File: config.mk
export PLATFORM = sky130hd
export DESIGN_NAME = tlc_phase_sched
export DESIGN_NICKNAME = d
export VERILOG_FILES = /design/src/rtl/tlc_pkg.sv /design/src/rtl/tlc_rr_arb.sv /design/src/rtl/tlc_phase_sched.sv
export SDC_FILE = /design/constraint.sdc
export NUM_CORES = 1
export LEC_CHECK = 0
export CELL_PAD_IN_SITES_DETAIL_PLACEMENT = 1
export CELL_PAD_IN_SITES_GLOBAL_PLACEMENT = 2
export CORE_MARGIN = 3
export CORE_UTILIZATION = 32
export DETAILED_ROUTE_END_ITERATION = 16
export HOLD_SLACK_MARGIN = 0.1
export PLACE_DENSITY_LB_ADDON = 0.25
export SLEW_MARGIN = 20
export SYNTH_ARGS = -nofsm -noshare
export SYNTH_HDL_FRONTEND = slang
export SYNTH_HIERARCHICAL = 1
export SYNTH_SLANG_ARGS = --single-unit
File: constraint.sdc
create_clock -name clk -period 3.3 [get_ports clk]
set_clock_uncertainty 0.1 [all_clocks]
set_input_delay 0.495 -clock clk [delete_from_list [all_inputs] [get_ports clk]]
set_output_delay 0.495 -clock clk [all_outputs]
set_load 0.1 [all_outputs]
File: src/rtl/tlc_pkg.sv
// Shared definitions for the traffic-light phase scheduler: state encoding,
// lamp codes, approach count and the lamp-field builder.
package tlc_pkg;
  localparam int NUM_APP = 4;

  typedef enum logic [1:0] {
    ST_IDLE,
    ST_GREEN,
    ST_YELLOW,
    ST_ALLRED
  } state_e;

  localparam logic [2:0] LAMP_RED = 3'b100;
  localparam logic [2:0] LAMP_YEL = 3'b010;
  localparam logic [2:0] LAMP_GRN = 3'b001;

  // Only the granted approach can ever show a non-red aspect.
  function automatic logic [3*NUM_APP-1:0] lamp_field(input state_e st, input logic [1:0] id);
    logic [3*NUM_APP-1:0] f;
    for (int i = 0; i < NUM_APP; i++) begin
      f[3*i +: 3] = LAMP_RED;
      if (2'(i) == id) begin
        if (st == ST_GREEN)       f[3*i +: 3] = LAMP_GRN;
        else if (st == ST_YELLOW) f[3*i +: 3] = LAMP_YEL;
      end
    end
    return f;
  endfunction
endpackage

File: src/rtl/tlc_rr_arb.sv
// Combinational round-robin picker: first set request searching upward from
// ptr_i+1 (mod 4); ptr_i itself has lowest priority.
module tlc_rr_arb
  import tlc_pkg::*;
(
  input  logic [NUM_APP-1:0] req_i,
  input  logic [1:0]         ptr_i,
  output logic [1:0]         id_o,
  output logic               vld_o
);
  always_comb begin
    id_o  = '0;
    vld_o = 1'b0;
    // Walk from farthest to nearest so the nearest hit overwrites.
    for (int k = NUM_APP; k >= 1; k--) begin
      if (req_i[ptr_i + 2'(k)]) begin
        id_o  = ptr_i + 2'(k);
        vld_o = 1'b1;
      end
    end
  end
endmodule

File: src/rtl/tlc_phase_sched.sv
// Four-approach traffic signal scheduler: round-robin greens with min/max
// timing, yellow and all-red clearance, and emergency preemption.
module tlc_phase_sched
  import tlc_pkg::*;
#(
  parameter int GREEN_MIN = 4,
  parameter int GREEN_MAX = 10,
  parameter int YEL_CYC   = 2,
  parameter int CLR_CYC   = 1
) (
  input  logic        clk,
  input  logic        rst,
  input  logic [3:0]  req,
  input  logic        emerg,
  input  logic [1:0]  emerg_id,
  output logic [11:0] lamp,
  output logic        grant_vld,
  output logic [1:0]  grant_id,
  output logic [3:0]  req_ack
);
  localparam logic [7:0] GMIN_M1 = 8'(GREEN_MIN - 1);
  localparam logic [7:0] GMAX_M1 = 8'(GREEN_MAX - 1);
  localparam logic [7:0] YEL_M1  = 8'(YEL_CYC - 1);
  localparam logic [7:0] CLR_M1  = 8'(CLR_CYC - 1);

  state_e      state_q, state_d;
  logic [7:0]  timer_q, timer_d;
  logic [3:0]  pend_q, pend_d;
  logic [1:0]  gid_q, gid_d;
  logic [11:0] lamp_q;
  logic        vld_q;
  logic [3:0]  ack_q;
  logic [3:0]  arb_req;
  logic [1:0]  arb_id;
  logic        arb_vld;
  logic        others;
  logic        enter_grn;

  assign arb_req = pend_q | req;

  tlc_rr_arb u_arb (
    .req_i (arb_req),
    .ptr_i (gid_q),
    .id_o  (arb_id),
    .vld_o (arb_vld)
  );

  always_comb begin
    state_d = state_q;
    gid_d   = gid_q;
    others  = |(pend_q & ~(4'b0001 << gid_q));
    case (state_q)
      ST_IDLE: begin
        if (emerg) begin
          state_d = ST_GREEN;
          gid_d   = emerg_id;
        end else if (arb_vld) begin
          state_d = ST_GREEN;
          gid_d   = arb_id;
        end
      end
      ST_GREEN: begin
        // Emergency for our own approach pins green, even past the cap.
        if (emerg) begin
          if (emerg_id != gid_q) state_d = ST_YELLOW;
        end else if (others && ((timer_q >= GMIN_M1 && !req[gid_q]) || timer_q >= GMAX_M1)) begin
          state_d = ST_YELLOW;
        end
      end
      ST_YELLOW: if (timer_q == YEL_M1) state_d = ST_ALLRED;
      ST_ALLRED: begin
        if (timer_q == CLR_M1) begin
          if (emerg) begin
            state_d = ST_GREEN;
            gid_d   = emerg_id;
          end else if (arb_vld) begin
            state_d = ST_GREEN;
            gid_d   = arb_id;
          end else begin
            state_d = ST_IDLE;
          end
        end
      end
      default: state_d = ST_IDLE;
    endcase

    enter_grn = (state_d == ST_GREEN) && (state_q != ST_GREEN);
    // Saturate so a long rest in green still satisfies the min/max tests.
    timer_d = (state_d != state_q) ? 8'd0 :
              (timer_q == 8'hFF)   ? timer_q : timer_q + 8'd1;

    pend_d = pend_q | req;
    if (state_q == ST_GREEN) pend_d[gid_q] = pend_q[gid_q];
    if (enter_grn)           pend_d[gid_d] = 1'b0;
  end

  always_ff @(posedge clk) begin
    if (rst) begin
      state_q <= ST_IDLE;
      timer_q <= '0;
      pend_q  <= '0;
      gid_q   <= '0;
      lamp_q  <= lamp_field(ST_IDLE, 2'd0);
      vld_q   <= 1'b0;
      ack_q   <= '0;
    end else begin
      state_q <= state_d;
      timer_q <= timer_d;
      pend_q  <= pend_d;
      gid_q   <= gid_d;
      lamp_q  <= lamp_field(state_d, gid_d);
      vld_q   <= (state_d == ST_GREEN) || (state_d == ST_YELLOW);
      ack_q   <= enter_grn ? (4'b0001 << gid_d) : 4'b0000;
    end
  end

  assign lamp      = lamp_q;
  assign grant_vld = vld_q;
  assign grant_id  = gid_q;
  assign req_ack   = ack_q;
endmodule

==> impl_results.md <==
- Synth-to-layout area growth: 29.07%
- Final Hold Fails: 0
- Outcome: finished clean
- CP Class: input pin to flop
- Finish-stage setup viols: 0
- Sequential fraction of the synthesis area: 0.3570
- First-pass GRT wire length: 7.838 mm
- Required time of the critical path: 3.39 ns
- Total of max-cap violations: 0
- Initial antenna violation count: 0
- Synth Instances: 212
- Vias/cell: 4.954
- Die height: 82.05 um
- Final nets: 274
- Worst r2r src: state_q[0]$_SDFF_PP0_
- Layout cells sized above 1: 0.2031
- Mapped Avg Cell Area: 8.729 um^2
- CTS Hold Bufs: 0
- Post-route ant nets: 0
- Worst vdd ir: 0.3587 mV
- Synth warnings: 6
- DR vias: 1,625
- Most frequent cells in the layout: dfxtp_1 (33), clkdlybuf4s50_1 (25), nor2_1 (22)
- Drt first pass iters: 4
- WL per Instance: 14.05 um
- CTS tree: built
- Peak fanout along the critical path: 5
- Worst setup path end: pend_q[0]$_SDFF_PP0_
- Synth unique cells: 54
- Num CTS Buffers: 5
- Setup crit start: req[2]
- Worst hold margin: 0.4691 ns
- Slew Limit Fails: 0
- Worst R2R Setup Slack: 0.45 ns
- Final design utilization: 0.4311
- Clk root buf: clkbuf_8
- PD cells: 607.5 nW/um^2
- Lkg Pwr: 0.9321 nW
- Worst Path Arrival: 3.13 ns
- Initial Util: 0.3340
- Synth Flop Type: dfxtp_1
- Hold Path Class: flop to flop
- RePlAce Congestion: 0.8612
- FF-to-FF path depth: 7
- Global router's overall resource usage: 0.1511
- Mapped Nets: 231
- CTS Sinks: 33
- Core Rows: 27
- PortBufs: 27
- Crit. End Element: flop
- EDFF count, synth: 0
- RSZ-0062 raised after global routing: false
- Slew margin rel.: 0.3429
- Hpwl dp: 3.613 mm
- Starting DRT DRC Count: 52
- Number of global-route vias before repair: 1,619
- Drt drc: 0
- Die width: 82.05 um
- Die area: 6731 um^2
- Yosys reg bits: 33
- Inserted Diodes: 0
- Clk_lat worst skew: 0.28 ns
- Minimum clock period: 3.040 ns
- Highest clock rate: 0.3289 GHz
- Mapped Area: 1851 um^2
- IO Pins: 28
- Drt total wl: 4.607 mm
- Worst-Margin Slew: 0.9826 ns
- Period utilization: 0.9213
- Most common cell after layout, fill and taps aside: dfxtp_1
- Startpoint Class: input pin
- H-tree levels: 2
- Clk pin slew, worst setup/hold paths: 0.07 ns
- Largest net degree at the start of global routing: 18
- Core area: 5540 um^2
- Maximum clock path buffer count: 2
- Grt ovf: 0
- Async set-or-reset flop fraction in the synthesized netlist: 0
- R2R Path End: pend_q[0]$_SDFF_PP0_
-- what timing repair did --
action,4_1_cts,5_1_grt
resized for setup,0,2
setup buffers,0,0
endpoints found under the setup margin,0,10
-- layout make-up --
type,instances,area [um^2]
clock buffer,5,68.82
clock inverter,3,17.52
fill,682,3152
inverter,9,33.78
multi-input combinational,162,1125
sequential,33,660.6
tap,72,90.09
timing repair buffer,44,392.9
-- where the power goes --
part	internal [mW]	switching [mW]	leakage (nW)
Clock	0.145	0.148	0.0439
Combinational	0.226	0.443	0.619
Sequential	0.444	0.0441	0.269
-- state kept, by name, indices dropped and copies added, names as in the netlist --
register	flops
grant_id	2
grant_vld	1
lamp	12
pend_q	4
req_ack	4
state_q	2
timer_q	8
-- worst max-delay path, cell delays in order --
cell             delay (ns)
clkdlybuf4s50_1        0.41
or2_2                  0.32
nor2_1                 0.14
nand2_1                0.10
o211a_1                0.23
o211a_1                0.27
a211oi_1               0.19
a21o_1                 0.14
nand3_1                0.11
ha_1                   0.24
nor2b_1                0.20
a311oi_1               0.29
-- metal layers --
| metal | vias to the layer above | global-route usage | wire length [um] |
|---|---|---|---|
| li1 | 830 | - | - |
| met1 | 772 | 0.1997 | 2197 |
| met2 | 20 | 0.2504 | 2251 |
| met3 | 3 | 0.03289 | 141 |
| met4 | 0 | 0.03488 | 16 |
| met5 | - | 0 | 0 |
-- through the flow --
stage | power (mW) | cell area, um^2 | std cells | TNS (ns) | worst slack, ns
after floorplan | 0.9861 | 1851 | 212 | 0 | 0.2552
after global placement | 1.153 | 2288 | 320 | -0.6609 | -0.1263
after detailed placement | 1.166 | 2288 | 320 | -1.115 | -0.1581
after CTS | 1.467 | 2375 | 328 | 0 | 0.1156
after global routing | 1.545 | 2389 | 328 | 0 | 0.03827
final | 1.451 | 2389 | 328 | 0 | 0.2599
-- cell usage after synthesis, types with 2 or more instances --
library cell,instances,area (um^2)
or2_2,4,25.02
inv_1,9,33.78
o211a_1,2,20.02
a211oi_2,2,25.02
clkbuf_1,3,11.26
and2_1,2,12.51
nand2b_1,7,43.79
dfxtp_1,33,660.6
a21oi_1,10,50.05
and3_1,5,31.28
a311oi_1,2,17.52
nand3b_1,4,30.03
nor2_2,3,18.77
and2b_1,2,15.01
o31ai_1,3,22.52
nor3_1,5,25.02
nor2_1,23,86.33
buf_2,3,15.01
xnor2_1,3,26.28
ha_1,10,125.1
nand2_1,14,52.55
nor2b_1,3,18.77
a31oi_1,4,25.02
nand3_1,9,45.04
a21boi_0,2,15.01
mux2i_1,4,40.04
a22oi_2,2,25.02
nor3_2,4,40.04
o21ai_0,9,45.04
a211oi_1,2,15.01
-- cells by family after synthesis --
family	after synthesis	synth area share
AOI/OAI and AO/OA	48	0.1967
xor gates and xnor gates	4	0.01894
adders and majority gates	10	0.06761
buffers and inverters	17	0.04259
DFF	33	0.3570
muxes	4	0.02164
and+or+nand+nor	96	0.2955
-- worst min-delay path by stage --
stage	from	to	slack, ns	depth (start not counted)
global route	pend_q[0]$_SDFF_PP0_	pend_q[0]$_SDFF_PP0_	0.52	2
global placement	pend_q[1]$_SDFF_PP0_	pend_q[1]$_SDFF_PP0_	0.47	2
finish	pend_q[1]$_SDFF_PP0_	pend_q[1]$_SDFF_PP0_	0.47	2
floorplan	pend_q[0]$_SDFF_PP0_	pend_q[0]$_SDFF_PP0_	0.41	2
detailed placement	pend_q[1]$_SDFF_PP0_	pend_q[1]$_SDFF_PP0_	0.46	2
CTS	pend_q[1]$_SDFF_PP0_	pend_q[1]$_SDFF_PP0_	0.47	2
Power figures use the tool's default switching activity.
==> patch (config.mk and constraints unchanged) <==
Encoding of `state_e`: now Gray code (2 bits for 4 states).
--- a/src/rtl/tlc_pkg.sv
+++ b/src/rtl/tlc_pkg.sv
@@ -4,10 +4,10 @@
   localparam int NUM_APP = 4;
 
   typedef enum logic [1:0] {
-    ST_IDLE,
-    ST_GREEN,
-    ST_YELLOW,
-    ST_ALLRED
+    ST_IDLE   = 2'b00,
+    ST_GREEN  = 2'b01,
+    ST_YELLOW = 2'b11,
+    ST_ALLRED = 2'b10
   } state_e;
 
   localparam logic [2:0] LAMP_RED = 3'b100;
Formal check against the unedited RTL: same outputs for any inputs over 10 cycles, from zero or initial values and one cycle with rst high; not proved beyond that.
==> patch against the original RTL <==
- final area is 12% lower
- sequential cell count is 1 lower
- total power is 25% higher
- core utilization hardly changed
- routed wire length is 3.4% higher
- synthesized area is 9.7% lower
- register-to-register slack better by 380 ps
- worst setup slack better by 380 ps
- critical endpoint is now lamp[0]$_SDFF_PP0_
==> patch: results (changes against the original RTL) <==
| Metric | Value |
|---|---|
| Outcome | `completed` |
| Nets | `229 (-16%)` |
| Dpl cell area | `1990 µm² (-13%)` |
| CTS H-tree lvls | `2 (unchanged)` |
| Largest net degree at the start of global routing | `17 (-1)` |
| All-Layer GR Usage | `16.4% (+1.3 points)` |
| Detail Placement HPWL | `3.62 mm (about the same)` |
| Syn nets | `202 (-13%)` |
| Slowest stage delay, CP | `450 ps (+40 ps)` |
| Initial DRC Count | `99 (+90%)` |
| Setup bufs post-CTS | `0 (unchanged)` |
| Synth top area cells | `dfxtp_1, a21oi_1, nand2_1` |
| Fillers | `589 (-14%)` |
| Vias | `1528 (-6.0%)` |
| TritonRoute pass-1 iters | `5 (+1)` |
| Share of cells above drive strength 1 | `18.8% (-1.5 points)` |
| Ys async rst share | `0% (unchanged)` |
| Max transition margin | `33.7% (-0.60 points)` |
| Max reg flops | `12 (unchanged)` |
| Drt wl/cell | `16.7 µm (+19%)` |
| Peak VDD IR | `0.000284 V (-21%)` |
| Top-count cell post-synth | `dfxtp_1` |
| CP top delay family | `simple AND/OR/NAND/NOR gates` |
| PostCTS Resize Cnt | `0 (unchanged)` |
| Vias in the first global route | `1570 (-3.0%)` |
| Netlist cell types | `43 (-20%)` |
| Max Fanout on Critical Path | `5 (unchanged)` |
| Clock Tree Root | `clkbuf_8` |
| CTS Buffer Depth | `2 (unchanged)` |
| First-pass GRT wire length | `7.94 mm (+1.2%)` |
| Setup_tns | `0 ps (unchanged)` |
| Leak | `0.742 nW (-20%)` |
| HP Class | `reg2reg` |
| Latest clock arrival within the worst-skew pair | `280 ps (about the same)` |
| Commonest cells in the synthesized netlist | `dfxtp_1, a21oi_1, nand2_1` |
| P&R area growth vs syn | `26.0%` |
| Initial antenna violation count | `0 (unchanged)` |
| IO Port Bufs | `27 (unchanged)` |
| Slowest stage cell, crit path | `clkdlybuf4s50_1` |
| GPL Wtd Cong | `0.795 (-7.7%)` |
| Placement Setup Slack | `374 ps (+532 ps)` |
| Num CTS Buffers | `5 (unchanged)` |
| Worst-path clk slew | `70 ps (about the same)` |
| Seq/Total Area, Yosys | `38.4% (+2.7 points)` |
| Yosys synthesis warning count | `6 (unchanged)` |
| Antenna Cells | `0 (unchanged)` |
==> patch: worst register-to-register path, delay by kind of cell, from the launching register on <==
family             cells  cell delay, ps
AOI/OAI and AO/OA      3             860
and+or+nand+nor        2            1090
DFF                    1             360
==> patch: kinds of logic (layout without fill, tap and decap cells) <==
kind of cell,after synthesis,in the layout,synth area share [%]
muxes,8,8,5.09
adders and majority gates,3,3,2.25
and+or+nand+nor,73,73,25.7
DFF,32,32,38.4
xor gates and xnor gates,4,4,2.10
buffers and inverters,15,43,3.89
AOI/OAI and AO/OA,55,55,22.6
==> patch: report_power, final <==
group / switching, W / internal [W] / leakage (nW)
sequential: 0.0000777 / 0.000454 / 0.262
combinational: 0.000658 / 0.000239 / 0.426
clock: 0.000157 / 0.000223 / 0.0541
==> patch: worst paths after layout <==
kind,start,to,slack (ps),cells after the start
worst max-delay path,req[3],lamp[0]$_SDFF_PP0_,640,9
worst min-delay path,pend_q[0]$_SDFF_PP0_,pend_q[0]$_SDFF_PP0_,440,2
worst max register to register,timer_q[4]$_SDFFE_PP0P_,lamp[0]$_SDFF_PP0_,830,5
worst min register to register,pend_q[0]$_SDFF_PP0_,pend_q[0]$_SDFF_PP0_,440,2
==> patch: final cells by class <==
cell class / instances / share of cell area, %
Multi-Input combinational cell: 143 / 45.8
Timing Repair Buffer: 30 / 13.6
Clock buffer: 5 / 3.27
Sequential cell: 32 / 30.4
Clock inverter: 3 / 2.02
Tap cell: 67 / 3.98
Inverter: 5 / 0.892
==> patch: stage by stage <==
step	cells	total power [W]
final	285	0.00181
after global routing	285	0.00191
after floorplan	190	0.00123
after CTS	285	0.00182
after global placement	277	0.00142
after detailed placement	277	0.00144
==> patch: layer usage <==
layer,global-route usage [%],routed length (µm)
met5,0,0
met4,3.67,25
met3,4.24,131
met2,32.4,2650
met1,17.2,1950
